`config.mk`:
```
export PLATFORM = sky130hd
export DESIGN_NAME = fetch_unit
export DESIGN_NICKNAME = d
export VERILOG_FILES = /design/src/rtl/fetch_pkg.sv /design/src/rtl/fetch_unit.sv
export SDC_FILE = /design/constraint.sdc
export NUM_CORES = 1
export LEC_CHECK = 0
export CORE_MARGIN = 2
export CORE_UTILIZATION = 32
export CTS_BUF_LIST = sky130_fd_sc_hd__clkbuf_2
export DETAILED_ROUTE_END_ITERATION = 10
export PLACE_DENSITY = 0.76
export SETUP_SLACK_MARGIN = 0.4
export SLEW_MARGIN = 20
export SYNTH_ARGS = -nofsm -noshare
export SYNTH_HDL_FRONTEND = slang
export SYNTH_SLANG_ARGS = --single-unit
export TNS_END_PERCENT = 50
```
`constraint.sdc`:
```
create_clock -name clk -period 7.6 [get_ports clk]
set_clock_uncertainty 0.2 [all_clocks]
set_input_delay 1.52 -clock clk [delete_from_list [all_inputs] [get_ports clk]]
set_output_delay 1.52 -clock clk [all_outputs]
set_load 0.02 [all_outputs]
```
`src/rtl/fetch_pkg.sv`:
```
// Shared fetch-stage definitions: FSM state encoding, reset/NOP constants, PC alignment helper.
package fetch_pkg;

  typedef enum logic [1:0] {
    S_REQ  = 2'd0,
    S_WAIT = 2'd1,
    S_HOLD = 2'd2,
    S_DROP = 2'd3
  } fetch_state_e;

  localparam logic [31:0] FETCH_NOP_INSTR  = 32'h0000_0013;
  localparam logic [31:0] DEFAULT_RESET_PC = 32'h0000_0000;

  // Instruction addresses are word aligned; the low two bits of any target are discarded.
  function automatic logic [31:0] align_pc(input logic [31:0] pc);
    return pc & 32'hFFFF_FFFC;
  endfunction

endpackage

```
`src/rtl/fetch_unit.sv`:
```
// Fetch-stage front end: owns the fetch PC, issues one imem request at a time,
// holds the returned word until decode takes it, and discards responses made stale by redirects.
module fetch_unit
  import fetch_pkg::*;
#(
  parameter logic [31:0] RESET_PC  = DEFAULT_RESET_PC,
  parameter logic [31:0] NOP_INSTR = FETCH_NOP_INSTR
) (
  input  logic        clk,
  input  logic        reset,
  input  logic        stall_f,
  input  logic        redirect_valid,
  input  logic [31:0] redirect_pc,
  output logic        imem_req_valid,
  output logic [31:0] imem_req_addr,
  input  logic        imem_req_ready,
  input  logic        imem_resp_valid,
  input  logic [31:0] imem_resp_data,
  output logic        instr_valid_f,
  output logic [31:0] instr_f,
  output logic [31:0] pc_f,
  output logic [31:0] pc_plus4_f,
  output logic        fetch_fire
);

  fetch_state_e state;
  logic [31:0]  redirect_target;

  assign redirect_target = align_pc(redirect_pc);
  assign pc_plus4_f      = pc_f + 32'd4;
  assign imem_req_valid  = (state == S_REQ) & ~redirect_valid & ~reset;
  assign imem_req_addr   = pc_f;
  assign fetch_fire      = instr_valid_f & ~stall_f & ~redirect_valid;

  always_ff @(posedge clk) begin
    if (reset) begin
      state         <= S_REQ;
      pc_f          <= RESET_PC;
      instr_valid_f <= 1'b0;
      instr_f       <= NOP_INSTR;
    end else begin
      unique case (state)
        S_REQ: begin
          if (redirect_valid) begin
            pc_f <= redirect_target;
          end else if (imem_req_ready) begin
            state <= S_WAIT;
          end
        end

        // A redirect while the request is in flight must not let its response through.
        S_WAIT: begin
          if (redirect_valid) begin
            pc_f  <= redirect_target;
            state <= imem_resp_valid ? S_REQ : S_DROP;
          end else if (imem_resp_valid) begin
            instr_f       <= imem_resp_data;
            instr_valid_f <= 1'b1;
            state         <= S_HOLD;
          end
        end

        S_DROP: begin
          if (redirect_valid) begin
            pc_f <= redirect_target;
          end
          if (imem_resp_valid) begin
            state <= S_REQ;
          end
        end

        S_HOLD: begin
          if (redirect_valid) begin
            instr_valid_f <= 1'b0;
            instr_f       <= NOP_INSTR;
            pc_f          <= redirect_target;
            state         <= S_REQ;
          end else if (!stall_f) begin
            instr_valid_f <= 1'b0;
            instr_f       <= NOP_INSTR;
            pc_f          <= pc_plus4_f;
            state         <= S_REQ;
          end
        end

        default: state <= S_REQ;
      endcase
    end
  end

endmodule

```
==> impl_results.html, run 1 <==
<table>
<tr><th>Metric</th><th>Value</th></tr>
<tr><th colspan="2">Clocking</th></tr>
<tr><td>Number of clock sinks</td><td>65</td></tr>
<tr><td>Deepest level of the CTS H-tree</td><td>3</td></tr>
<tr><td>Maximum root-to-sink buffer count</td><td>2</td></tr>
<tr><td>Post-cts sizing count</td><td>0</td></tr>
<tr><td>TritonCTS clock tree</td><td>done</td></tr>
<tr><td>Number of post-CTS setup repair buffers</td><td>0</td></tr>
<tr><td>Total of hold buffers inserted after clock tree synthesis</td><td>0</td></tr>
<tr><td>Register clock-pin slew on the reported worst setup and hold paths</td><td>0.21 ns</td></tr>
<tr><td>Clock Root Buffer</td><td>clkbuf_2</td></tr>
<tr><td>Clock insertion delay at the later pin of the skew report</td><td>roughly 0.50 ns</td></tr>
<tr><td>Number of CTS-inserted buffers</td><td>9</td></tr>
<tr><th colspan="2">Global route</th></tr>
<tr><td>Residual overflow from global routing</td><td>0</td></tr>
<tr><td>Initial antenna violation count</td><td>0</td></tr>
<tr><td>Layer carrying the most global-route usage</td><td>met2</td></tr>
<tr><td>Total routing resource utilization after global routing</td><td>0.189</td></tr>
<tr><td>Number of global-route vias before repair</td><td>a little under 4,000</td></tr>
<tr><td>Pin count of the biggest net entering global routing</td><td>67</td></tr>
<tr><td>First-pass GRT wire length</td><td>roughly 20,000 um</td></tr>
<tr><td>GR Util met2</td><td>0.325</td></tr>
<tr><td>Fraction of met1 tracks used by global routing</td><td>0.232</td></tr>
<tr><td>Met3 capacity usage during global routing</td><td>0.0503</td></tr>
<tr><th colspan="2">Route</th></tr>
<tr><td>DRT Pass-1 Iters</td><td>8</td></tr>
<tr><td>Via count normalized by instance count</td><td>5.31</td></tr>
<tr><td>Iteration-0 DRC count of the detailed router</td><td>247</td></tr>
<tr><td>Remaining number of nets flagged by the antenna check after routing</td><td>0</td></tr>
<tr><td>WL per Instance</td><td>around 16 um</td></tr>
<tr><td>Detailed-route via count</td><td>4,092</td></tr>
<tr><td>Detailed Route WL</td><td>12,600 um</td></tr>
<tr><td>DRC Markers</td><td>12</td></tr>
<tr><th colspan="2">Logic synthesis</th></tr>
<tr><td>Dominant cell type by area after synthesis</td><td>dfxtp_1</td></tr>
<tr><td>Register bit count reported by yosys</td><td>65</td></tr>
<tr><td>Average size of a mapped cell</td><td>7.79 um^2</td></tr>
<tr><td>Post-synthesis sequential area ratio</td><td>0.341</td></tr>
<tr><td>Leading cell types by count after synthesis</td><td>dfxtp_1, nand2_1, nand3_1</td></tr>
<tr><td>Primary FF master, synth</td><td>dfxtp_1</td></tr>
<tr><td>Post-synthesis instance total</td><td>a little under 500</td></tr>
<tr><td>Share of synthesized registers carrying an async set or reset</td><td>0</td></tr>
<tr><td>Count of flip-flops with a built-in enable after synthesis</td><td>0</td></tr>
<tr><td>Fraction of post-synthesis cell area in the top cell type by area</td><td>0.341</td></tr>
<tr><td>Most common cell in the netlist</td><td>dfxtp_1</td></tr>
<tr><td>Yosys cell types</td><td>46</td></tr>
<tr><td>Total standard cell area after synthesis</td><td>between 3000 and 4000 um^2</td></tr>
<tr><td>YS warnings</td><td>0</td></tr>
<tr><td>Dominant cells by area after synthesis</td><td>dfxtp_1, buf_4, nand3_1, xnor2_1, nand2_1</td></tr>
<tr><th colspan="2">Finish</th></tr>
<tr><td>Number of inserted diodes</td><td>0</td></tr>
<tr><td>Share of the core filled with cells</td><td>0.494</td></tr>
<tr><td>Layout cells sized above 1</td><td>0.0510</td></tr>
<tr><td>Design Area, Final</td><td>5690 um^2</td></tr>
<tr><td>Final layout net count</td><td>694</td></tr>
<tr><td>Relative area change from synthesis to final layout</td><td>49.1%</td></tr>
<tr><th colspan="2">Power</th></tr>
<tr><td>Sequential power share</td><td>0.455</td></tr>
<tr><td>Power share of the combinational group</td><td>0.243</td></tr>
<tr><td>Total power divided by cell area</td><td>between 100 and 150 nW/um^2</td></tr>
<tr><td>Switching power summed over all nets</td><td>roughly 270 uW</td></tr>
<tr><td>Sw Ratio</td><td>0.318</td></tr>
<tr><td>Static Leakage</td><td>between 1.5 and 2 nW</td></tr>
<tr><td>Part of the power in the clock network</td><td>0.302</td></tr>
<tr><td>Total internal power</td><td>between 500 and 600 uW</td></tr>
<tr><td>Worst IR drop on VDD</td><td>0.0622 mV</td></tr>
<tr><th colspan="2">Critical path</th></tr>
<tr><td>Slowest stage cell, crit path</td><td>nor4_2</td></tr>
<tr><td>Worst-path cell chain</td><td>nand4_1 -&gt; nor4_2 -&gt; nand4_1 -&gt; xnor2_1 -&gt; clkdlybuf4s50_1</td></tr>
<tr><td>Critical path launch point type</td><td>register</td></tr>
<tr><td>Data arrival time of the critical path</td><td>about 3.3 ns</td></tr>
<tr><td>Family with the most delay on the worst path</td><td>simple AND/OR/NAND/NOR gates</td></tr>
<tr><td>Cell with the most instances on the worst path</td><td>nand4_1</td></tr>
<tr><td>Endpoint type of the worst setup path</td><td>output port</td></tr>
<tr><td>Largest stage delay on the critical path</td><td>roughly 0.80 ns</td></tr>
<tr><td>Number of buffer and inverter stages on the critical path</td><td>1</td></tr>
<tr><td>Endpoint required time on the critical path</td><td>5.88 ns</td></tr>
<tr><td>CP Class</td><td>reg2out</td></tr>
<tr><td>Largest fanout on the critical path</td><td>9</td></tr>
<tr><th colspan="2">Floorplan</th></tr>
<tr><td>Area enclosed by the die boundary</td><td>12,800 um^2</td></tr>
<tr><td>Area of the placeable core</td><td>11,500 um^2</td></tr>
<tr><td>Floorplan row count</td><td>39</td></tr>
<tr><td>Width of the die</td><td>around 110 um</td></tr>
<tr><td>Io pins</td><td>~200</td></tr>
<tr><td>Overall die height</td><td>~110 um</td></tr>
<tr><td>Initial standard-cell utilization of the core</td><td>0.331</td></tr>
<tr><th colspan="2">Placed design</th></tr>
<tr><td>Weighted congestion reported at the end of routability-driven placement</td><td>between 0.7 and 0.8</td></tr>
<tr><td>Pre-CTS setup slack</td><td>between 2 and 3 ns</td></tr>
<tr><td>Cell area reported after detailed placement</td><td>5520 um^2</td></tr>
<tr><td>Port Buffer Count</td><td>192</td></tr>
<tr><td>HPWL after detailed placement</td><td>between 8000 and 9000 um</td></tr>
<tr><th colspan="2">Status</th></tr>
<tr><td>Failing checks</td><td>design-rule violations</td></tr>
<tr><td>Outcome</td><td>complete, but fails checks</td></tr>
<tr><th colspan="2">Timing</th></tr>
<tr><td>Highest attainable clock frequency</td><td>around 0.2 GHz</td></tr>
<tr><td>RSZ-0062 raised after global routing</td><td>false</td></tr>
<tr><td>Setup total negative slack</td><td>0 ns</td></tr>
<tr><td>Number of hold violations in the final report</td><td>0</td></tr>
<tr><td>Setup-violating endpoint count in the final report</td><td>0</td></tr>
<tr><td>Final hold slack</td><td>approximately 0.28 ns</td></tr>
<tr><td>Worst-case setup margin in the final layout</td><td>roughly 2.6 ns</td></tr>
<tr><td>Worst relative slew slack</td><td>0.406</td></tr>
<tr><td>Final Critical Period</td><td>between 5 and 6 ns</td></tr>
<tr><td>Number of pins exceeding their max-slew limit in the final report</td><td>0</td></tr>
<tr><td>Slew at the pin with the worst max-slew slack</td><td>a little under 0.9 ns</td></tr>
<tr><td>Final worst-path cycle share</td><td>0.661</td></tr>
<tr><th colspan="2">Hold path</th></tr>
<tr><td>Hold Crit Class</td><td>reg2reg</td></tr>
<tr><th colspan="2">Flow run</th></tr>
<tr><td># Max-Cap Violations</td><td>0</td></tr>
</table>
[registers in the layout, summed over array words and instances (netlist names)]
register,flops
state,2
instr_valid_f,1
instr_f,32
imem_req_addr,30
[area by class of cell]
class / instances / area, um^2
tap: 143 / 179
multi-input combinational: 346 / 2090
clock buffer: 9 / 45.0
inverter: 6 / 22.5
sequential: 65 / 1300
timing repair buffer: 195 / 1950
fill: 1122 / 5830
clock inverter: 7 / 104
[worst paths after layout]
| check | startpoint | to | slack, ns | cells past startpoint |
|---|---|---|---|---|
| setup / recovery | imem_req_addr[4] | pc_plus4_f[29] | 2.58 | 5 |
| hold reg to reg | instr_f[14] | instr_f[14] | 0.28 | 2 |
| setup reg to reg | state[0] | imem_req_addr[23] | 4.89 | 4 |
| hold / removal | instr_f[14] | instr_f[14] | 0.28 | 2 |
[tightest hold or removal path, cell delays in order, from the launching register on]
cell     delay (ns)
dfxtp_1        0.36
nand3_1        0.06
a21oi_1        0.06
[power by group through the flow]
| stage | clock, mW | combinational, mW | sequential (mW) |
|---|---|---|---|
| after floorplan | 0 | 0.101 | 0.395 |
| after global placement | 0 | 0.203 | 0.389 |
| after detailed placement | 0 | 0.204 | 0.391 |
| after CTS | 0.263 | 0.206 | 0.384 |
| after global routing | 0.278 | 0.217 | 0.388 |
| final | 0.255 | 0.205 | 0.384 |
[cells by family (layout without fill, tap and decap cells)]
group | count (synthesis) | after routing | share of synthesized area
and+or+nand+nor | 211 | 211 | 0.288
AOI/OAI and AO/OA | 89 | 89 | 0.155
buffers and inverters | 84 | 217 | 0.121
DFF | 65 | 65 | 0.341
xor gates and xnor gates | 38 | 38 | 0.0872
adders and majority gates | 1 | 1 | 0.00328
other | 1 | 6 | 0.000983
muxes | 1 | 1 | 0.00295
[placed cells by master, fill, tap and decap left out, types with 3 or more instances in the layout]
| cell type | n |
|---|---|
| clkdlybuf4s50_1 | 191 |
| dfxtp_1 | 65 |
| nand2_1 | 51 |
| nand3_1 | 44 |
| nor2_1 | 38 |
| a21oi_1 | 32 |
| xnor2_1 | 24 |
| xor2_1 | 14 |
| a311oi_1 | 14 |
| nand4_1 | 13 |
| or4_1 | 12 |
| a211oi_1 | 11 |
| o31ai_1 | 10 |
| nor3_1 | 9 |
| clkbuf_2 | 9 |
| nor4_1 | 8 |
| o21ai_0 | 8 |
| or3_1 | 7 |
| and4_1 | 6 |
| conb_1 | 6 |
| inv_1 | 5 |
| nor3b_1 | 5 |
| o21bai_1 | 5 |
| clkinv_4 | 4 |
| and3_1 | 3 |
| buf_4 | 3 |
[per-stage QoR]
step	std cells	power [mW]
3_5_place_dp	754	0.595
5_1_grt	771	0.883
3_3_place_gp	754	0.592
2_1_floorplan	495	0.496
4_1_cts	770	0.852
6_report	771	0.844
[routing by layer]
metal	vias to the layer above	wire [um]
li1	1980	-
met1	1938	5300
met5	-	0
met3	14	961
met4	0	175
met2	160	6120
Power figures use the tool's default switching activity.
==> inputs of run 2 (changes only) <==
==> constraint.sdc (replaced) <==
create_clock -name clk -period 5.2 [get_ports clk]
set_clock_uncertainty 0.2 [all_clocks]
set_input_delay 1.04 -clock clk [delete_from_list [all_inputs] [get_ports clk]]
set_output_delay 1.04 -clock clk [all_outputs]
set_load 0.02 [all_outputs]
==> run 2 against run 1 <==
Net effect:
- the run still ends with design-rule violations left
- count of clock-buffer cells in the layout unchanged
- via count about the same
- wire length shrank 1.9%
- power is 39% higher
- final area fell by 0.18%
- combinational power grew 46%
- sequential power up 46%
- sequential share of layout area barely moved
- clock power increased by 23%
- register-to-register slack got worse by 2.3 ns
==> impl_results.html, run 2 (synthesized netlist as in run 1, its figures left out) <==
<table>
<tr><th>Metric</th><th>Value</th></tr>
<tr><th colspan="2">Placed design</th></tr>
<tr><td>Port Buffer Count</td><td>192 (unchanged)</td></tr>
<tr><td>Weighted congestion reported at the end of routability-driven placement</td><td>0.784 (-1.8%)</td></tr>
<tr><td>Total instance count after detailed placement</td><td>758 (+0.53%)</td></tr>
<tr><td>HPWL after detailed placement</td><td>8760 um (-0.51%)</td></tr>
<tr><th colspan="2">Clocking</th></tr>
<tr><td>Maximum root-to-sink buffer count</td><td>2 (unchanged)</td></tr>
<tr><td>Clock insertion delay at the later pin of the skew report</td><td>0.48 ns (-0.02 ns)</td></tr>
<tr><td>Number of CTS-inserted buffers</td><td>9 (unchanged)</td></tr>
<tr><td>Deepest level of the CTS H-tree</td><td>3 (unchanged)</td></tr>
<tr><td>Number of clock sinks</td><td>65 (unchanged)</td></tr>
<tr><td>Number of post-CTS setup repair buffers</td><td>0 (unchanged)</td></tr>
<tr><td>Total of hold buffers inserted after clock tree synthesis</td><td>0 (unchanged)</td></tr>
<tr><td>TritonCTS clock tree</td><td>done</td></tr>
<tr><td>Register clock-pin slew on the reported worst setup and hold paths</td><td>0.20 ns (about the same)</td></tr>
<tr><td>Clock Root Buffer</td><td>clkbuf_2</td></tr>
<tr><td>Post-cts sizing count</td><td>0 (unchanged)</td></tr>
<tr><th colspan="2">Floorplan</th></tr>
<tr><td>Io pins</td><td>201 (unchanged)</td></tr>
<tr><td>Overall die height</td><td>113 um (unchanged)</td></tr>
<tr><td>Area enclosed by the die boundary</td><td>12,800 um^2 (unchanged)</td></tr>
<tr><td>Floorplan row count</td><td>39 (unchanged)</td></tr>
<tr><td>Initial standard-cell utilization of the core</td><td>0.331 (unchanged)</td></tr>
<tr><td>Width of the die</td><td>113 um (unchanged)</td></tr>
<tr><td>Area of the placeable core</td><td>11,500 um^2 (unchanged)</td></tr>
<tr><th colspan="2">Critical path</th></tr>
<tr><td>Slowest stage cell, crit path</td><td>or4_4</td></tr>
<tr><td>Endpoint required time on the critical path</td><td>3.96 ns (-1.92 ns)</td></tr>
<tr><td>CP Class</td><td>reg2out</td></tr>
<tr><td>Endpoint type of the worst setup path</td><td>output port</td></tr>
<tr><td>Largest fanout on the critical path</td><td>22 (+13)</td></tr>
<tr><td>Largest stage delay on the critical path</td><td>0.70 ns (-0.10 ns)</td></tr>
<tr><td>Worst-path cell chain</td><td>nand4_2 -&gt; or4_4 -&gt; nor3_1 -&gt; xor2_1 -&gt; clkdlybuf4s50_1</td></tr>
<tr><td>Critical path launch point type</td><td>register</td></tr>
<tr><td>Data arrival time of the critical path</td><td>3.10 ns (-0.20 ns)</td></tr>
<tr><th colspan="2">Route</th></tr>
<tr><td>Via count normalized by instance count</td><td>5.27 (-0.61%)</td></tr>
<tr><td>DRT Pass-1 Iters</td><td>8 (unchanged)</td></tr>
<tr><td>Detailed-route via count</td><td>4,088 (-0.098%)</td></tr>
<tr><td>Remaining number of nets flagged by the antenna check after routing</td><td>0 (unchanged)</td></tr>
<tr><td>WL per Instance</td><td>15.9 um (-2.4%)</td></tr>
<tr><td>Iteration-0 DRC count of the detailed router</td><td>244 (-1.2%)</td></tr>
<tr><td>Detailed Route WL</td><td>12,300 um (-1.9%)</td></tr>
<tr><td>DRC Markers</td><td>12 (unchanged)</td></tr>
<tr><th colspan="2">Finish</th></tr>
<tr><td>Commonest cells after routing, fill and taps aside</td><td>clkdlybuf4s50_1, dfxtp_1, nand2_1</td></tr>
<tr><td>Area used by sequential logic in the layout</td><td>1300 um^2 (unchanged)</td></tr>
<tr><td>Largest register by flop count</td><td>instr_f</td></tr>
<tr><td>Final layout net count</td><td>698 (+0.58%)</td></tr>
<tr><td>Final std cells w/o fill</td><td>775 (+0.52%)</td></tr>
<tr><td>Filler cell count</td><td>1,134 (+1.1%)</td></tr>
<tr><td>Relative area change from synthesis to final layout</td><td>48.9%</td></tr>
<tr><td>Most common cell after layout, fill and taps aside</td><td>clkdlybuf4s50_1</td></tr>
<tr><td>Number of flip-flops in the largest register</td><td>32 (unchanged)</td></tr>
<tr><td>Number of inserted diodes</td><td>0 (unchanged)</td></tr>
<tr><td>Layout cells sized above 1</td><td>0.0554 (+0.00442)</td></tr>
<tr><td>Area of the multi-input gates</td><td>2080 um^2 (-0.30%)</td></tr>
<tr><th colspan="2">Hold path</th></tr>
<tr><td>Hold Crit Class</td><td>reg2reg</td></tr>
<tr><th colspan="2">Global route</th></tr>
<tr><td>Initial antenna violation count</td><td>0 (unchanged)</td></tr>
<tr><td>Number of global-route vias before repair</td><td>3,803 (-1.9%)</td></tr>
<tr><td>Total routing resource utilization after global routing</td><td>0.185 (-0.00307)</td></tr>
<tr><td>First-pass GRT wire length</td><td>19,300 um (-2.1%)</td></tr>
<tr><td>Residual overflow from global routing</td><td>0 (unchanged)</td></tr>
<tr><td>Pin count of the biggest net entering global routing</td><td>66 (-1.5%)</td></tr>
<tr><th colspan="2">Timing</th></tr>
<tr><td>Final Critical Period</td><td>4.34 ns</td></tr>
<tr><td>Number of hold violations in the final report</td><td>0 (unchanged)</td></tr>
<tr><td>Slew at the pin with the worst max-slew slack</td><td>0.870 ns (-0.0166 ns)</td></tr>
<tr><td>Worst relative slew slack</td><td>0.419 (+0.0128)</td></tr>
<tr><td>Setup total negative slack</td><td>0 ns (unchanged)</td></tr>
<tr><td>RSZ-0062 raised after global routing</td><td>false</td></tr>
<tr><td>Highest attainable clock frequency</td><td>roughly 0.23 GHz</td></tr>
<tr><td>Number of pins exceeding their max-slew limit in the final report</td><td>0 (unchanged)</td></tr>
<tr><td>Final worst-path cycle share</td><td>0.835</td></tr>
<tr><td>Setup-violating endpoint count in the final report</td><td>0 (unchanged)</td></tr>
<tr><th colspan="2">Power</th></tr>
<tr><td>Worst IR drop on VDD</td><td>0.0893 mV (+44%)</td></tr>
<tr><td>Total power divided by cell area</td><td>207 nW/um^2 (+39%)</td></tr>
<tr><td>Static Leakage</td><td>1.88 nW (about the same)</td></tr>
<tr><th colspan="2">Status</th></tr>
<tr><td>Outcome</td><td>complete, but fails checks</td></tr>
<tr><td>Failing checks</td><td>design-rule violations</td></tr>
<tr><th colspan="2">Flow run</th></tr>
<tr><td># Max-Cap Violations</td><td>0 (unchanged)</td></tr>
</table>
[run 2: changes by cell type in the layout (fill, tap and decap cells not counted)]
cell,before,now
buf_2,0,1
buf_4,3,6
buf_6,0,1
buf_8,1,0
bufinv_16,2,1
clkinv_2,0,1
clkinv_4,4,1
clkinvlp_4,0,2
inv_6,1,2
nor4_1,8,9
nor4_2,1,0
[run 2: per-layer routing]
metal,GRT usage,up-vias,part of all wire
met1,0.240,1924,0.43
met5,0,-,0
li1,-,1987,-
met3,0.0364,19,0.072
met2,0.314,158,0.48
met4,0.0545,0,0.016
[run 2: worst paths after layout]
path | to | startpoint | depth (start not counted) | slack [ns]
max reg2reg | imem_req_addr[22] | imem_req_addr[6] | 4 | 2.54
min | instr_f[24] | instr_f[24] | 2 | 0.28
max | pc_plus4_f[23] | imem_req_addr[6] | 5 | 0.86
min reg2reg | instr_f[24] | instr_f[24] | 2 | 0.28
[run 2: power breakdown]
part / internal, mW / total, mW / switching [mW]
Clock: 0.114 / 0.314 / 0.200
Sequential: 0.519 / 0.561 / 0.0416
Combinational: 0.158 / 0.300 / 0.142
Total: 0.792 / 1.17 / 0.383
[run 2: metrics by stage]
stage	hold WS, ns	utilization	worst slack (ns)	area (um^2)	power (mW)
2_1_floorplan	0.336	-	1.64	3830	0.724
3_3_place_gp	0.253	0.481	1.30	5540	0.866
3_5_place_dp	0.258	0.481	1.32	5540	0.870
4_1_cts	0.282	0.492	0.787	5660	1.19
5_1_grt	0.299	0.493	0.616	5680	1.24
6_report	0.280	0.493	0.860	5680	1.17
[run 2: area by class of cell]
| type | instances | share of cell area |
|---|---|---|
| Multi-Input combinational cell | 346 | 0.367 |
| Timing Repair Buffer | 199 | 0.347 |
| Sequential cell | 65 | 0.229 |
| Tap cell | 143 | 0.0315 |
| Clock inverter | 7 | 0.0134 |
| Clock buffer | 9 | 0.00793 |
| Inverter | 6 | 0.00397 |
[run 2: worst max-delay path, delay by kind of cell, from the launching register on]
family,cells,cell delay (ns)
AND/OR/NAND/NOR,3,1.26
flip-flops,1,0.59
buffers and inverters,1,0.62
XOR/XNOR,1,0.17
==> inputs of run 3 (changes only) <==
==> constraint.sdc (replaced) <==
create_clock -name clk -period 4.3 [get_ports clk]
set_clock_uncertainty 0.2 [all_clocks]
set_input_delay 0.86 -clock clk [delete_from_list [all_inputs] [get_ports clk]]
set_output_delay 0.86 -clock clk [all_outputs]
set_load 0.02 [all_outputs]
==> run 3 against run 2 <==
Net effect:
- the flow still finishes with violations (design-rule violations)
- final cell count is 1.0% higher
- power grew 22%
- register-to-register slack worse by 0.67 ns
- flip-flop and latch count is the same
- critical path type unchanged
- critical endpoint unchanged
- largest cell class unchanged
- highest routed layer unchanged
==> impl_results.html, run 3 (synthesized netlist as in run 1, its figures left out) <==
<table>
<tr><th>Metric</th><th>Value</th></tr>
<tr><th colspan="2">Finish</th></tr>
<tr><td>Most common cell after layout, fill and taps aside</td><td>clkdlybuf4s50_1</td></tr>
<tr><td>Largest register by flop count</td><td>instr_f</td></tr>
<tr><td>Commonest cells after routing, fill and taps aside</td><td>clkdlybuf4s50_1, nand2_1, dfxtp_1</td></tr>
<tr><td>Filler cell count</td><td>1,090 (-3.9%)</td></tr>
<tr><td>Final std cells w/o fill</td><td>783 (+1.0%)</td></tr>
<tr><td>Layout cells sized above 1</td><td>0.0953 (+0.0399)</td></tr>
<tr><td>Relative area change from synthesis to final layout</td><td>52.0%</td></tr>
<tr><td>Share of the core filled with cells</td><td>0.503 (+0.0102)</td></tr>
<tr><td>Number of inserted diodes</td><td>0 (unchanged)</td></tr>
<tr><td>Number of flip-flops in the largest register</td><td>32 (unchanged)</td></tr>
<tr><td>Final layout net count</td><td>706 (+1.1%)</td></tr>
<tr><th colspan="2">Critical path</th></tr>
<tr><td>Endpoint required time on the critical path</td><td>3.24 ns (-0.72 ns)</td></tr>
<tr><td>Endpoint type of the worst setup path</td><td>output port</td></tr>
<tr><td>Reg2Reg Capture Point</td><td>imem_req_addr[20]</td></tr>
<tr><td>Critical path launch point type</td><td>register</td></tr>
<tr><td>Largest fanout on the critical path</td><td>11 (-50%)</td></tr>
<tr><td>CP Class</td><td>reg2out</td></tr>
<tr><td>Capturing element of the worst setup path</td><td>pc_plus4_f[23]</td></tr>
<tr><td>Startpoint of the worst register-to-register path</td><td>imem_req_addr[13]</td></tr>
<tr><td>Data arrival time of the critical path</td><td>2.80 ns (-0.30 ns)</td></tr>
<tr><td>Stages on worst setup path</td><td>5 (unchanged)</td></tr>
<tr><td>Critical Path Start</td><td>imem_req_addr[13]</td></tr>
<tr><td>Reg2reg setup slack</td><td>1.87 ns (-0.67 ns)</td></tr>
<tr><td>Largest stage delay on the critical path</td><td>0.63 ns (-0.07 ns)</td></tr>
<tr><td>Worst-path cell chain</td><td>nand4_4 -&gt; or4_4 -&gt; nor3_1 -&gt; xor2_1 -&gt; clkdlybuf4s50_1</td></tr>
<tr><td>Number of buffer and inverter stages on the critical path</td><td>1 (unchanged)</td></tr>
<tr><td>Length in cells of the worst reg-to-reg path</td><td>4 (unchanged)</td></tr>
<tr><td>Slowest stage cell, crit path</td><td>or4_4</td></tr>
<tr><td>Family with the most delay on the worst path</td><td>simple AND/OR/NAND/NOR gates</td></tr>
<tr><th colspan="2">Clocking</th></tr>
<tr><td>Total of hold buffers inserted after clock tree synthesis</td><td>0 (unchanged)</td></tr>
<tr><td>Number of clock sinks</td><td>65 (unchanged)</td></tr>
<tr><td>Number of CTS-inserted buffers</td><td>9 (unchanged)</td></tr>
<tr><td>Clock Root Buffer</td><td>clkbuf_2</td></tr>
<tr><td>Register clock-pin slew on the reported worst setup and hold paths</td><td>0.20 ns (about the same)</td></tr>
<tr><td>TritonCTS clock tree</td><td>done</td></tr>
<tr><td>Clock insertion delay at the later pin of the skew report</td><td>0.49 ns (about the same)</td></tr>
<tr><td>Maximum root-to-sink buffer count</td><td>2 (unchanged)</td></tr>
<tr><td>Deepest level of the CTS H-tree</td><td>3 (unchanged)</td></tr>
<tr><th colspan="2">Power</th></tr>
<tr><td>Total power</td><td>1.43 mW (+22%)</td></tr>
<tr><td>Static Leakage</td><td>2.03 nW (+8.0%)</td></tr>
<tr><td>Total power divided by cell area</td><td>247 nW/um^2 (+20%)</td></tr>
<tr><td>Worst IR drop on VDD</td><td>0.127 mV (+42%)</td></tr>
<tr><th colspan="2">Timing</th></tr>
<tr><td>Worst relative slew slack</td><td>0.531 (+0.112)</td></tr>
<tr><td>Final Critical Period</td><td>3.86 ns</td></tr>
<tr><td>Setup total negative slack</td><td>0 ns (unchanged)</td></tr>
<tr><td>Setup-violating endpoint count in the final report</td><td>0 (unchanged)</td></tr>
<tr><td>Final hold slack</td><td>0.281 ns (+0.000670 ns)</td></tr>
<tr><td>Highest attainable clock frequency</td><td>roughly 0.26 GHz</td></tr>
<tr><td>Final worst-path cycle share</td><td>0.899</td></tr>
<tr><td>Number of pins exceeding their max-slew limit in the final report</td><td>0 (unchanged)</td></tr>
<tr><td>Number of hold violations in the final report</td><td>0 (unchanged)</td></tr>
<tr><td>Slew at the pin with the worst max-slew slack</td><td>0.704 ns (-0.166 ns)</td></tr>
<tr><td>RSZ-0062 raised after global routing</td><td>true</td></tr>
<tr><th colspan="2">Placed design</th></tr>
<tr><td>HPWL after detailed placement</td><td>8960 um (+2.2%)</td></tr>
<tr><td>Weighted congestion reported at the end of routability-driven placement</td><td>0.797 (+1.7%)</td></tr>
<tr><td>Total instance count after detailed placement</td><td>762 (+0.53%)</td></tr>
<tr><td>Port Buffer Count</td><td>192 (unchanged)</td></tr>
<tr><th colspan="2">Route</th></tr>
<tr><td>DRC Markers</td><td>12 (unchanged)</td></tr>
<tr><td>WL per Instance</td><td>16.1 um (+1.6%)</td></tr>
<tr><td>Iteration-0 DRC count of the detailed router</td><td>185 (-24%)</td></tr>
<tr><td>Detailed Route WL</td><td>12,600 um (+2.7%)</td></tr>
<tr><td>Remaining number of nets flagged by the antenna check after routing</td><td>0 (unchanged)</td></tr>
<tr><td>DRT Pass-1 Iters</td><td>7 (-1)</td></tr>
<tr><td>Via count normalized by instance count</td><td>5.28 (about the same)</td></tr>
<tr><td>Detailed-route via count</td><td>4,131 (+1.1%)</td></tr>
<tr><th colspan="2">Flow run</th></tr>
<tr><td># Max-Cap Violations</td><td>0 (unchanged)</td></tr>
<tr><th colspan="2">Global route</th></tr>
<tr><td>Initial antenna violation count</td><td>0 (unchanged)</td></tr>
<tr><td>Residual overflow from global routing</td><td>0 (unchanged)</td></tr>
<tr><td>Total routing resource utilization after global routing</td><td>0.188 (+0.00244)</td></tr>
<tr><td>First-pass GRT wire length</td><td>19,700 um (+1.7%)</td></tr>
<tr><td>Number of global-route vias before repair</td><td>3,970 (+4.4%)</td></tr>
<tr><td>Pin count of the biggest net entering global routing</td><td>66 (unchanged)</td></tr>
<tr><th colspan="2">Floorplan</th></tr>
<tr><td>Area of the placeable core</td><td>11,500 um^2 (unchanged)</td></tr>
<tr><td>Overall die height</td><td>113 um (unchanged)</td></tr>
<tr><td>Width of the die</td><td>113 um (unchanged)</td></tr>
<tr><td>Area enclosed by the die boundary</td><td>12,800 um^2 (unchanged)</td></tr>
<tr><td>Io pins</td><td>201 (unchanged)</td></tr>
<tr><td>Initial standard-cell utilization of the core</td><td>0.331 (unchanged)</td></tr>
<tr><td>Floorplan row count</td><td>39 (unchanged)</td></tr>
<tr><th colspan="2">Status</th></tr>
<tr><td>Outcome</td><td>complete, but fails checks</td></tr>
<tr><td>Failing checks</td><td>design-rule violations</td></tr>
<tr><th colspan="2">Hold path</th></tr>
<tr><td>Worst hold path depth</td><td>2 (unchanged)</td></tr>
<tr><td>Hold Crit Class</td><td>reg2reg</td></tr>
</table>
[run 3: changes by cell type in the layout (fill, tap and decap cells not counted), moves of 7 or more]
cell | before | now
clkdlybuf4s50_1 | 191 | 183
dfxtp_2 | 0 | 14
dlymetal6s2s_1 | 0 | 7
dfxtp_1 | 65 | 49
buf_4 | 6 | 14
[run 3: how the worst min path moves through the flow]
stage,from,to,slack [ns]
floorplan,state[0],state[0],0.34
global placement,instr_f[17],instr_f[17],0.25
detailed placement,instr_f[28],instr_f[28],0.26
CTS,instr_f[28],instr_f[28],0.28
global route,instr_f[11],instr_f[11],0.31
finish,instr_f[28],instr_f[28],0.28
[run 3: area by class of cell]
| cell class | count | area, um^2 | share of cell area |
|---|---|---|---|
| Multi-Input combinational cell | 347 | 2110 | 0.363 |
| Timing Repair Buffer | 206 | 2040 | 0.352 |
| Sequential cell | 65 | 1330 | 0.229 |
| Tap cell | 143 | 179 | 0.0309 |
| Clock inverter | 7 | 78.8 | 0.0136 |
| Clock buffer | 9 | 45.0 | 0.00777 |
| Inverter | 6 | 22.5 | 0.00389 |
[run 3: routing by layer]
metal,share of wire,global-route usage,up-vias
li1,-,-,2003
met1,0.43,0.235,1957
met2,0.48,0.316,150
met3,0.068,0.0423,21
met4,0.019,0.0691,0
met5,0,0,-
[run 3: repair_timing]
item	4_1_cts	5_1_grt
setup buffers	4	0
pin swaps	3	0
endpoints found under the hold margin	0	0
resized for setup	20	10
gates cloned	1	0
endpoints found under the setup margin	19	16
[run 3: worst min-delay path, delay by kind of cell, from the launching register on]
kind	cells	cell delay [ns]
flip-flops	1	0.35
AND/OR/NAND/NOR	1	0.06
AO/OA/AOI/OAI	1	0.06
[run 3: through the flow]
stage	worst slack, ns	instance area [um^2]
after floorplan	0.918	3830
after global placement	0.666	5570
after detailed placement	0.677	5570
after CTS	0.301	5770
after global routing	0.224	5800
final	0.436	5800
[run 3: where the power goes]
group / switching [mW] / internal [mW]
Combinational: 0.172 / 0.191
Clock: 0.249 / 0.141
Sequential: 0.0516 / 0.630
Total: 0.472 / 0.962
